## config.mk

```make
export PLATFORM = sky130hd
export DESIGN_NAME = bmem_line_adapter_flat
export DESIGN_NICKNAME = d
export VERILOG_FILES = /design/src/rtl/bmem_line_adapter_if.sv /design/src/rtl/bmem_line_adapter.sv /design/src/flat_wrapper.sv
export SDC_FILE = /design/constraint.sdc
export NUM_CORES = 2
export LEC_CHECK = 0
export ABC_AREA = 1
export CAP_MARGIN = 10
export CORE_AREA = 2 2 395 397
export CTS_BUF_LIST = sky130_fd_sc_hd__clkbuf_4 sky130_fd_sc_hd__clkbuf_8
export DETAILED_ROUTE_END_ITERATION = 8
export DIE_AREA = 0 0 397 399
export MAX_ROUTING_LAYER = met4
export PLACE_DENSITY = 0.56
export SLEW_MARGIN = 30
export SYNTH_ARGS = -nofsm -noshare
export SYNTH_HDL_FRONTEND = slang
export SYNTH_SLANG_ARGS = --single-unit
```

## constraint.sdc

```tcl
create_clock -name clk -period 99.5 [get_ports clk]
set_input_delay 24.875 -clock clk [delete_from_list [all_inputs] [get_ports clk]]
set_output_delay 24.875 -clock clk [all_outputs]
set_load 0.01 [all_outputs]
```

## src/rtl/bmem_line_adapter_if.sv

```systemverilog
// Bundle of the instruction port, data port and burst-memory signals of the line adapter.
// The adapter takes the slave view; requesters and the memory model take the master view.
interface bmem_line_adapter_if #(
  parameter int LINE_W = 256,
  parameter int BEAT_W = 64
);
  logic [31:0]       i_addr;
  logic              i_read;
  logic [LINE_W-1:0] i_rdata;
  logic              i_resp;

  logic [31:0]       d_addr;
  logic              d_read;
  logic              d_write;
  logic [LINE_W-1:0] d_wdata;
  logic [LINE_W-1:0] d_rdata;
  logic              d_resp;

  logic [31:0]       bmem_address;
  logic              bmem_read;
  logic              bmem_write;
  logic [BEAT_W-1:0] bmem_wdata;
  logic [BEAT_W-1:0] bmem_rdata;
  logic              bmem_resp;

  modport slave (
    input  i_addr, i_read, d_addr, d_read, d_write, d_wdata, bmem_rdata, bmem_resp,
    output i_rdata, i_resp, d_rdata, d_resp, bmem_address, bmem_read, bmem_write, bmem_wdata
  );

  modport master (
    output i_addr, i_read, d_addr, d_read, d_write, d_wdata, bmem_rdata, bmem_resp,
    input  i_rdata, i_resp, d_rdata, d_resp, bmem_address, bmem_read, bmem_write, bmem_wdata
  );
endinterface

```

## src/rtl/bmem_line_adapter.sv

```systemverilog
// Arbitrates instruction and data line requests onto a burst memory, splitting
// lines into BEATS beats on write and assembling beats into a line on read.
module bmem_line_adapter #(
  parameter int LINE_W = 256,
  parameter int BEAT_W = 64
) (
  input  logic               clk,
  input  logic               rst,
  bmem_line_adapter_if.slave bus
);
  localparam int BEATS = LINE_W / BEAT_W;
  localparam int CNT_W = (BEATS > 1) ? $clog2(BEATS) : 1;

  typedef enum logic [2:0] {
    IDLE,
    RD_REQ,
    RD_BEAT,
    WR_BEAT,
    WR_WAIT,
    DONE
  } state_t;

  state_t            r_state;
  logic [CNT_W-1:0]  r_cnt;
  logic              r_last_d;
  logic              r_grant_d;
  logic [31:0]       r_addr;
  logic [LINE_W-1:0] r_wline;
  logic [LINE_W-1:0] r_line;
  logic [LINE_W-1:0] r_i_rdata;
  logic [LINE_W-1:0] r_d_rdata;
  logic              r_i_resp;
  logic              r_d_resp;
  logic              r_bmem_read;
  logic              r_bmem_write;
  logic [BEAT_W-1:0] r_bmem_wdata;

  logic              w_i_req;
  logic              w_d_req;
  logic              w_grant_d;
  logic [31:0]       w_req_addr;
  logic              w_last;
  logic [CNT_W-1:0]  w_cnt_inc;
  logic [BEAT_W-1:0] w_wbeat [BEATS];
  logic [LINE_W-1:0] w_line_next;

  assign w_i_req    = bus.i_read;
  assign w_d_req    = bus.d_read | bus.d_write;
  // On a tie the port that lost last time wins; r_last_d=0 means I was last.
  assign w_grant_d  = w_d_req & (~w_i_req | ~r_last_d);
  assign w_req_addr = w_grant_d ? bus.d_addr : bus.i_addr;
  assign w_last     = (r_cnt == CNT_W'(BEATS - 1));
  assign w_cnt_inc  = r_cnt + CNT_W'(1);

  generate
    for (genvar gi = 0; gi < BEATS; gi++) begin : g_beat
      assign w_wbeat[gi] = r_wline[gi*BEAT_W +: BEAT_W];
      assign w_line_next[gi*BEAT_W +: BEAT_W] =
        (r_cnt == CNT_W'(gi)) ? bus.bmem_rdata : r_line[gi*BEAT_W +: BEAT_W];
    end
  endgenerate

  always_ff @(posedge clk or posedge rst) begin
    if (rst) begin
      r_state      <= IDLE;
      r_cnt        <= '0;
      r_last_d     <= 1'b0;
      r_grant_d    <= 1'b0;
      r_addr       <= '0;
      r_wline      <= '0;
      r_line       <= '0;
      r_i_rdata    <= '0;
      r_d_rdata    <= '0;
      r_i_resp     <= 1'b0;
      r_d_resp     <= 1'b0;
      r_bmem_read  <= 1'b0;
      r_bmem_write <= 1'b0;
      r_bmem_wdata <= '0;
    end else begin
      case (r_state)
        IDLE: begin
          if (w_i_req || w_d_req) begin
            r_last_d  <= w_grant_d;
            r_grant_d <= w_grant_d;
            r_cnt     <= '0;
            r_addr    <= {w_req_addr[31:5], 5'b0};
            // A data request with both read and write high is a writeback.
            if (w_grant_d && bus.d_write) begin
              r_wline      <= bus.d_wdata;
              r_bmem_write <= 1'b1;
              r_bmem_wdata <= bus.d_wdata[BEAT_W-1:0];
              r_state      <= WR_BEAT;
            end else begin
              r_bmem_read <= 1'b1;
              r_state     <= RD_REQ;
            end
          end
        end
        RD_REQ: begin
          r_bmem_read <= 1'b0;
          r_state     <= RD_BEAT;
        end
        RD_BEAT: begin
          if (bus.bmem_resp) begin
            r_line <= w_line_next;
            r_cnt  <= w_cnt_inc;
            if (w_last) begin
              r_state <= DONE;
              if (r_grant_d) begin
                r_d_rdata <= w_line_next;
                r_d_resp  <= 1'b1;
              end else begin
                r_i_rdata <= w_line_next;
                r_i_resp  <= 1'b1;
              end
            end
          end
        end
        WR_BEAT: begin
          if (!w_last) begin
            r_cnt        <= w_cnt_inc;
            r_bmem_wdata <= w_wbeat[w_cnt_inc];
          end else begin
            r_bmem_write <= 1'b0;
            r_bmem_wdata <= '0;
            // An acknowledge coinciding with the final beat completes immediately.
            if (bus.bmem_resp) begin
              r_d_resp <= 1'b1;
              r_state  <= DONE;
            end else begin
              r_state <= WR_WAIT;
            end
          end
        end
        WR_WAIT: begin
          if (bus.bmem_resp) begin
            r_d_resp <= 1'b1;
            r_state  <= DONE;
          end
        end
        DONE: begin
          r_i_resp <= 1'b0;
          r_d_resp <= 1'b0;
          r_state  <= IDLE;
        end
        default: r_state <= IDLE;
      endcase
    end
  end

  assign bus.bmem_address = r_addr;
  assign bus.bmem_read    = r_bmem_read;
  assign bus.bmem_write   = r_bmem_write;
  assign bus.bmem_wdata   = r_bmem_wdata;
  assign bus.i_rdata      = r_i_rdata;
  assign bus.i_resp       = r_i_resp;
  assign bus.d_rdata      = r_d_rdata;
  assign bus.d_resp       = r_d_resp;
endmodule

```

## src/flat_wrapper.sv

```systemverilog
// flat-port wrapper written by rule: the top's interface ports become plain ports
module bmem_line_adapter_flat 
#(
  parameter int LINE_W = 256,
  parameter int BEAT_W = 64
)
  (clk, rst, bus_i_addr, bus_i_read, bus_d_addr, bus_d_read, bus_d_write, bus_d_wdata, bus_bmem_rdata, bus_bmem_resp, bus_i_rdata, bus_i_resp, bus_d_rdata, bus_d_resp, bus_bmem_address, bus_bmem_read, bus_bmem_write, bus_bmem_wdata);
  bmem_line_adapter_if #(.LINE_W(LINE_W), .BEAT_W(BEAT_W)) bus_i ();
  input  logic clk;
  input  logic rst;
  input wire logic [$bits(bus_i.i_addr)-1:0] bus_i_addr;
  input wire logic [$bits(bus_i.i_read)-1:0] bus_i_read;
  input wire logic [$bits(bus_i.d_addr)-1:0] bus_d_addr;
  input wire logic [$bits(bus_i.d_read)-1:0] bus_d_read;
  input wire logic [$bits(bus_i.d_write)-1:0] bus_d_write;
  input wire logic [$bits(bus_i.d_wdata)-1:0] bus_d_wdata;
  input wire logic [$bits(bus_i.bmem_rdata)-1:0] bus_bmem_rdata;
  input wire logic [$bits(bus_i.bmem_resp)-1:0] bus_bmem_resp;
  output wire logic [$bits(bus_i.i_rdata)-1:0] bus_i_rdata;
  output wire logic [$bits(bus_i.i_resp)-1:0] bus_i_resp;
  output wire logic [$bits(bus_i.d_rdata)-1:0] bus_d_rdata;
  output wire logic [$bits(bus_i.d_resp)-1:0] bus_d_resp;
  output wire logic [$bits(bus_i.bmem_address)-1:0] bus_bmem_address;
  output wire logic [$bits(bus_i.bmem_read)-1:0] bus_bmem_read;
  output wire logic [$bits(bus_i.bmem_write)-1:0] bus_bmem_write;
  output wire logic [$bits(bus_i.bmem_wdata)-1:0] bus_bmem_wdata;
  assign bus_i.i_addr = bus_i_addr;
  assign bus_i.i_read = bus_i_read;
  assign bus_i.d_addr = bus_d_addr;
  assign bus_i.d_read = bus_d_read;
  assign bus_i.d_write = bus_d_write;
  assign bus_i.d_wdata = bus_d_wdata;
  assign bus_i.bmem_rdata = bus_bmem_rdata;
  assign bus_i.bmem_resp = bus_bmem_resp;
  assign bus_i_rdata = bus_i.i_rdata;
  assign bus_i_resp = bus_i.i_resp;
  assign bus_d_rdata = bus_i.d_rdata;
  assign bus_d_resp = bus_i.d_resp;
  assign bus_bmem_address = bus_i.bmem_address;
  assign bus_bmem_read = bus_i.bmem_read;
  assign bus_bmem_write = bus_i.bmem_write;
  assign bus_bmem_wdata = bus_i.bmem_wdata;
  bmem_line_adapter #(.LINE_W(LINE_W), .BEAT_W(BEAT_W)) u_core (.clk(clk), .rst(rst), .bus(bus_i));
endmodule
```

* Yosys cells after proc, flatten, opt, wreduce, memory -nomap -nowiden *
Cells that the tools add are included.

storage, ports and cells
  flip-flop bits (word level) = 1,125
  latch bits = 0
  memory bits (writable) = 0
  ROM bits = 0
  output and inout port bits = 612
  logic and storage cells = 101
  memories kept = 0

operators by class
  add/subtract/negate cells = 1
  multiply operators = 0
  divide/modulo/power cells = 0
  $lt $le $gt $ge = 1
  equality and inequality tests = 18
  shifts and indexed selects = 0
  mux-type cells = 41
  bitwise logic cells = 6
  reductions and logical operators = 21

operators by type and width
  cell                count
  $mux 64             9
  $bmux 64 s2         1
  $pmux 64 s2         1
  $mux 32             1
  $reduce_and 4->1    5
  $mux 3              5
  $pmux 3 s5          1
  $mux 1              14
  $ne 2x1->1 const B  5
  $ne 2x2->1 const B  5
  $reduce_and 5->1    2
  $reduce_and 3->1    3
  $mux 2              4
  $eq 3x2->1 const B  2
  $eq 3x3->1 const B  2
  $pmux 1 s2          3
  $pmux 2 s3          1
  $reduce_bool 2->1   3
  $eq 2x2->1 const B  2
  $pmux 1 s4          1
  $reduce_and 2->1    2
  $reduce_bool 4->1   1
  $eq 3x1->1 const B  1
  $ge 3x3->1 const B  1
  other kinds (11)    13

* Depth between registers and ports, before layout *
  depth in word-level cells = 7
  depth in mapped cells = 12
  gate-level depth less buffers = 8

* Worst setup path after synthesis *
No wires, ideal clock.

  path type = input -> register
  start point = input bus_i_read
  end point = register u_core.r_wline[109]
  library setup time = 0.130 ns
  arrival time = 25.738 ns
  data required time = 99.370 ns
  path slack = 73.633 ns
  cell stages on the path = 6
  buffers on the path = 2
  path through = nand2_1 > nand2_1 > nor2_4 > buf_2 > clkbuf_1 > o21ai_0

on the way
  word-level cells in the longest chain between the ends = 5
  elaborated cells on any way between the ends = 6
  those cells by class = 3 x bitwise; 3 x reduce/logical

RTL lines
  what                          line                     RTL
  start, declared               flat_wrapper.sv:12       input wire logic [$bits(bus_i.i_read)-1:0] bus_i_read;
  $not 1->1                     bmem_line_adapter.sv:50  assign w_grant_d = w_d_req & (~w_i_req | ~r_last_d);
  $or 1x1->1                    bmem_line_adapter.sv:50
  $and 1x1->1                   bmem_line_adapter.sv:50
  $logic_and 1x1->1             bmem_line_adapter.sv:88  if (w_grant_d && bus.d_write) begin
  $reduce_and 3->1 (no line) *  -
  end signal, assigned          bmem_line_adapter.sv:89  r_wline <= bus.d_wdata;
  end, declared                 bmem_line_adapter.sv:28  logic [LINE_W-1:0] r_wline;

Every way passes the cells marked *; elsewhere a longest branch is shown, timed or not.
A chain may end at the register's enable or synchronous reset.

==> metrics.md <==
| Metric | Value |
|---|---|
| Status | `completed` |
| Top cell by count, worst path | `buf_4` |
| Worst slew pin tran | `1016 ps` |
| Input/output buffers | `986` |
| Max Fanout on Critical Path | `89` |
| R2r worst-path depth | `9` |
| Pre-CTS setup slack | `69,980 ps` |
| Critical Path RT | `100,410 ps` |
| Root buffer cell | `clkbuf_8` |
| Leak Pwr | `31.67 nW` |
| Peak Freq | `35.21 MHz` |
| Yosys warns | `0` |
| Post-CTS Setup Repair Bufs | `0` |
| Final setup fails | `0` |
| Filler cell count | `15,576` |
| Post-Syn Area | `0.04838 mm²` |
| Vias in the first global route | `40,750` |
| Die Ht | `399 µm` |
| CTS tree | `built` |
| RSZ-0062 raised after global routing | `false` |
| Area share of the largest cell type after synthesis | `58.20%` |
| DRC | `0` |
| Initial antenna violation count | `35` |
| Final Critical Period | `28,400 ps` |
| Routability Congestion | `0.8653` |
| # placed instances | `8,803` |
| Nets | `7,356` |
| Worst r2r dst | `u_core.bus.i_rdata[159]$_DFFE_PP0P_` |
| Mean Syn Cell Area | `7.960 µm²` |
| Hold Path Depth | `2` |
| Mapped Cells | `6,077` |
| CTS max path bufs | `3` |
| Pwr per Cell Area | `26.81 mW/mm²` |
| Initial Util | `31.48%` |
| Flop2flop setup slack | `94,630 ps` |
| CTS clock-pin slew for the worst setup and hold paths | `60 ps` |
| Remaining global-route overflow | `0` |
| Starting DRT DRC Count | `3,243` |
| HP Class | `flip-flop to flip-flop` |
| Buf/Inv on CP | `8` |
| Final Hold Viols | `0` |
| Die ar. | `0.1584 mm²` |
| # rows | `144` |
| Drt via density | `4.647` |
| Wire per inst | `19.55 µm` |
| Final wirelength | `179,700 µm` |
| Clock Latency Late Sink | `940 ps` |
| Worst Hold Path EP | `u_core.bus.i_rdata[39]$_DFFE_PP0P_` |
| Finished Layout Cells | `9,190` |
| RR Startpoint | `u_core.r_cnt[0]$_DFFE_PP0P_` |
| Width of the die | `397 µm` |
| CP startpoint | `rst` |
| Final setup margin | `71,100 ps` |
| CP Cell Sequence | `clkdlybuf4s50_1 -> inv_8 -> buf_4 -> buf_4 -> buf_12 -> buf_4 -> buf_12 -> buf_4` |
| Share of layout cells above drive strength 1 | `6.103%` |
| H-tree levels | `4` |
| Seq/Total Area, Yosys | `58.20%` |
| HPWL Detailed | `123,200 µm` |
| Max-cap violations | `0` |
| Slew Limit Fails | `0` |
| Commonest non-fill, non-tap cell in the layout | `nand2_1` |
| Core area | `0.1537 mm²` |
| GRT Resource Usage Total | `22.96%` |
| Top-level port count | `1,002` |
| Num CTS Buffers | `199` |
| Area contributors post-synth | `dfrtp_1, nand2_1, o21ai_0` |
| # hold bufs at CTS | `0` |
| Critical path class | `input port to asynchronous set/reset pin` |
| Setup crit start kind | `input port` |
| Syn-to-layout area delta | `32.86%` |
| Yosys reg bits | `1,125` |
| Final period util | `28.54%` |
| CP Capture Type | `asynchronous set/reset pin` |
| Slew HR | `32.26%` |
| Most frequent cells in the layout | `nand2_1, dfrtp_1, clkdlybuf4s50_1` |
| Synth area leader | `dfrtp_1` |
| CP max-delay cell | `buf_4` |
| Largest net degree at the start of global routing | `141` |
| Clock Sinks | `1,125` |
| Yosys cell types | `23` |
| Worst IR drop on VDD | `0.00002006 V` |
| Cell family with most CP delay | `buffers and inverters` |
| Crit path DAT | `29,300 ps` |
| Drt first pass iters | `7` |
| Setup TNS Final | `0 ps` |
| Antenna-violating nets left | `0` |
| Global-route wire length before repair | `266,300 µm` |
| Vias | `42,702` |
| Final Skew | `49.47 ps` |
| Hold path start | `u_core.bus.i_rdata[39]$_DFFE_PP0P_` |
| Worst path max stage delay | `710 ps` |
| Post-CTS Resized | `0` |
[logic make-up (layout without fill, tap and decap cells)]
family	after synthesis	after routing	share of synthesized area [%]
AOI/OAI and AO/OA	774	774	8.147
adders and majority gates	4	4	0.1035
buffers and inverters	898	1928	7.586
DFF	1125	1125	58.20
other	1	40	0.007752
and+or+nand+nor	3275	3275	25.96
[through the flow]
step	instance area (µm²)	power, mW	hold slack [ps]	util [%]
floorplan	48390	1.014	442.2	-
global placement	59690	1.253	453.5	38.84
detailed placement	59780	1.267	457.0	38.90
CTS	64110	1.743	472.5	41.71
global route	64260	1.848	486.1	41.81
finish	64270	1.723	466.4	41.82
[routing by layer]
metal / share of wire [%] / vias to the layer above / global-route usage (%) / wire (µm)
met5: 0 / - / - / 0
met4: 3.5 / 0 / 8.297 / 6368
met3: 8.5 / 291 / 6.703 / 15310
met2: 46 / 1522 / 35.61 / 83090
met1: 42 / 20454 / 28.45 / 74910
li1: - / 20435 / - / -
[worst max-delay path by stage]
stage               cells after the start                                       to
global route                            8      u_core.bus.i_rdata[220]$_DFFE_PP0P_
global placement                        7      u_core.bus.i_rdata[221]$_DFFE_PP0P_
CTS                                     8      u_core.bus.i_rdata[220]$_DFFE_PP0P_
detailed placement                      8      u_core.bus.i_rdata[221]$_DFFE_PP0P_
finish                                  8      u_core.bus.i_rdata[220]$_DFFE_PP0P_
floorplan                               1  u_core.bus.bmem_address[10]$_DFFE_PP0P_
[synthesized netlist by cell type]
master       n
nand3_1    177
nor3_4       1
o21ai_1     28
clkbuf_1   138
o21ai_0    672
dfrtp_1   1125
nand2_1   2936
or2_2        1
o211ai_1    27
a21oi_1     47
buf_2      206
inv_2        4
inv_1      530
buf_1        9
nand4_1      2
nor2_1     153
ha_1         4
nand3b_1     1
buf_4       11
conb_1       1
nor2_2       1
nor2_4       2
nand2_2      1
[state kept, by name (all words and copies together) (netlist names), 2 cells and up]
register                 flops
u_core.r_line              256
u_core.r_wline             256
u_core.r_state               3
u_core.r_cnt                 2
u_core.bus.bmem_wdata       64
u_core.bus.bmem_address     27
u_core.bus.i_rdata         256
u_core.bus.d_rdata         256
[cell type report]
| cell class | count | area [µm²] | share of cell area [%] |
|---|---|---|---|
| diodes | 35 | 87.58 | 0.1363 |
| clock buffers | 325 | 4041 | 6.288 |
| clock inverters | 25 | 282.8 | 0.4400 |
| inverters | 534 | 2029 | 3.158 |
| well taps | 2044 | 2557 | 3.979 |
| flip-flops and latches | 1125 | 28160 | 43.81 |
| repair buffers | 1044 | 10460 | 16.27 |
| multi-input cells | 4058 | 16660 | 25.92 |
[worst reg2reg max path: stages (launching register included)]
cell     delay, ps
dfrtp_4       1040
ha_4           240
nand2_1        120
nor3_4         170
buf_4          620
buf_4          800
buf_4          860
buf_6          650
nand2_1        200
nand2_1         90
[power breakdown]
part           leakage (nW)  total (mW)  internal, mW  switching [mW]
registers              14.8       0.661         0.598          0.0625
logic                  14.6       0.597         0.214           0.384
clock network          2.29       0.465         0.260           0.205
(Power assumes the default switching activity.)
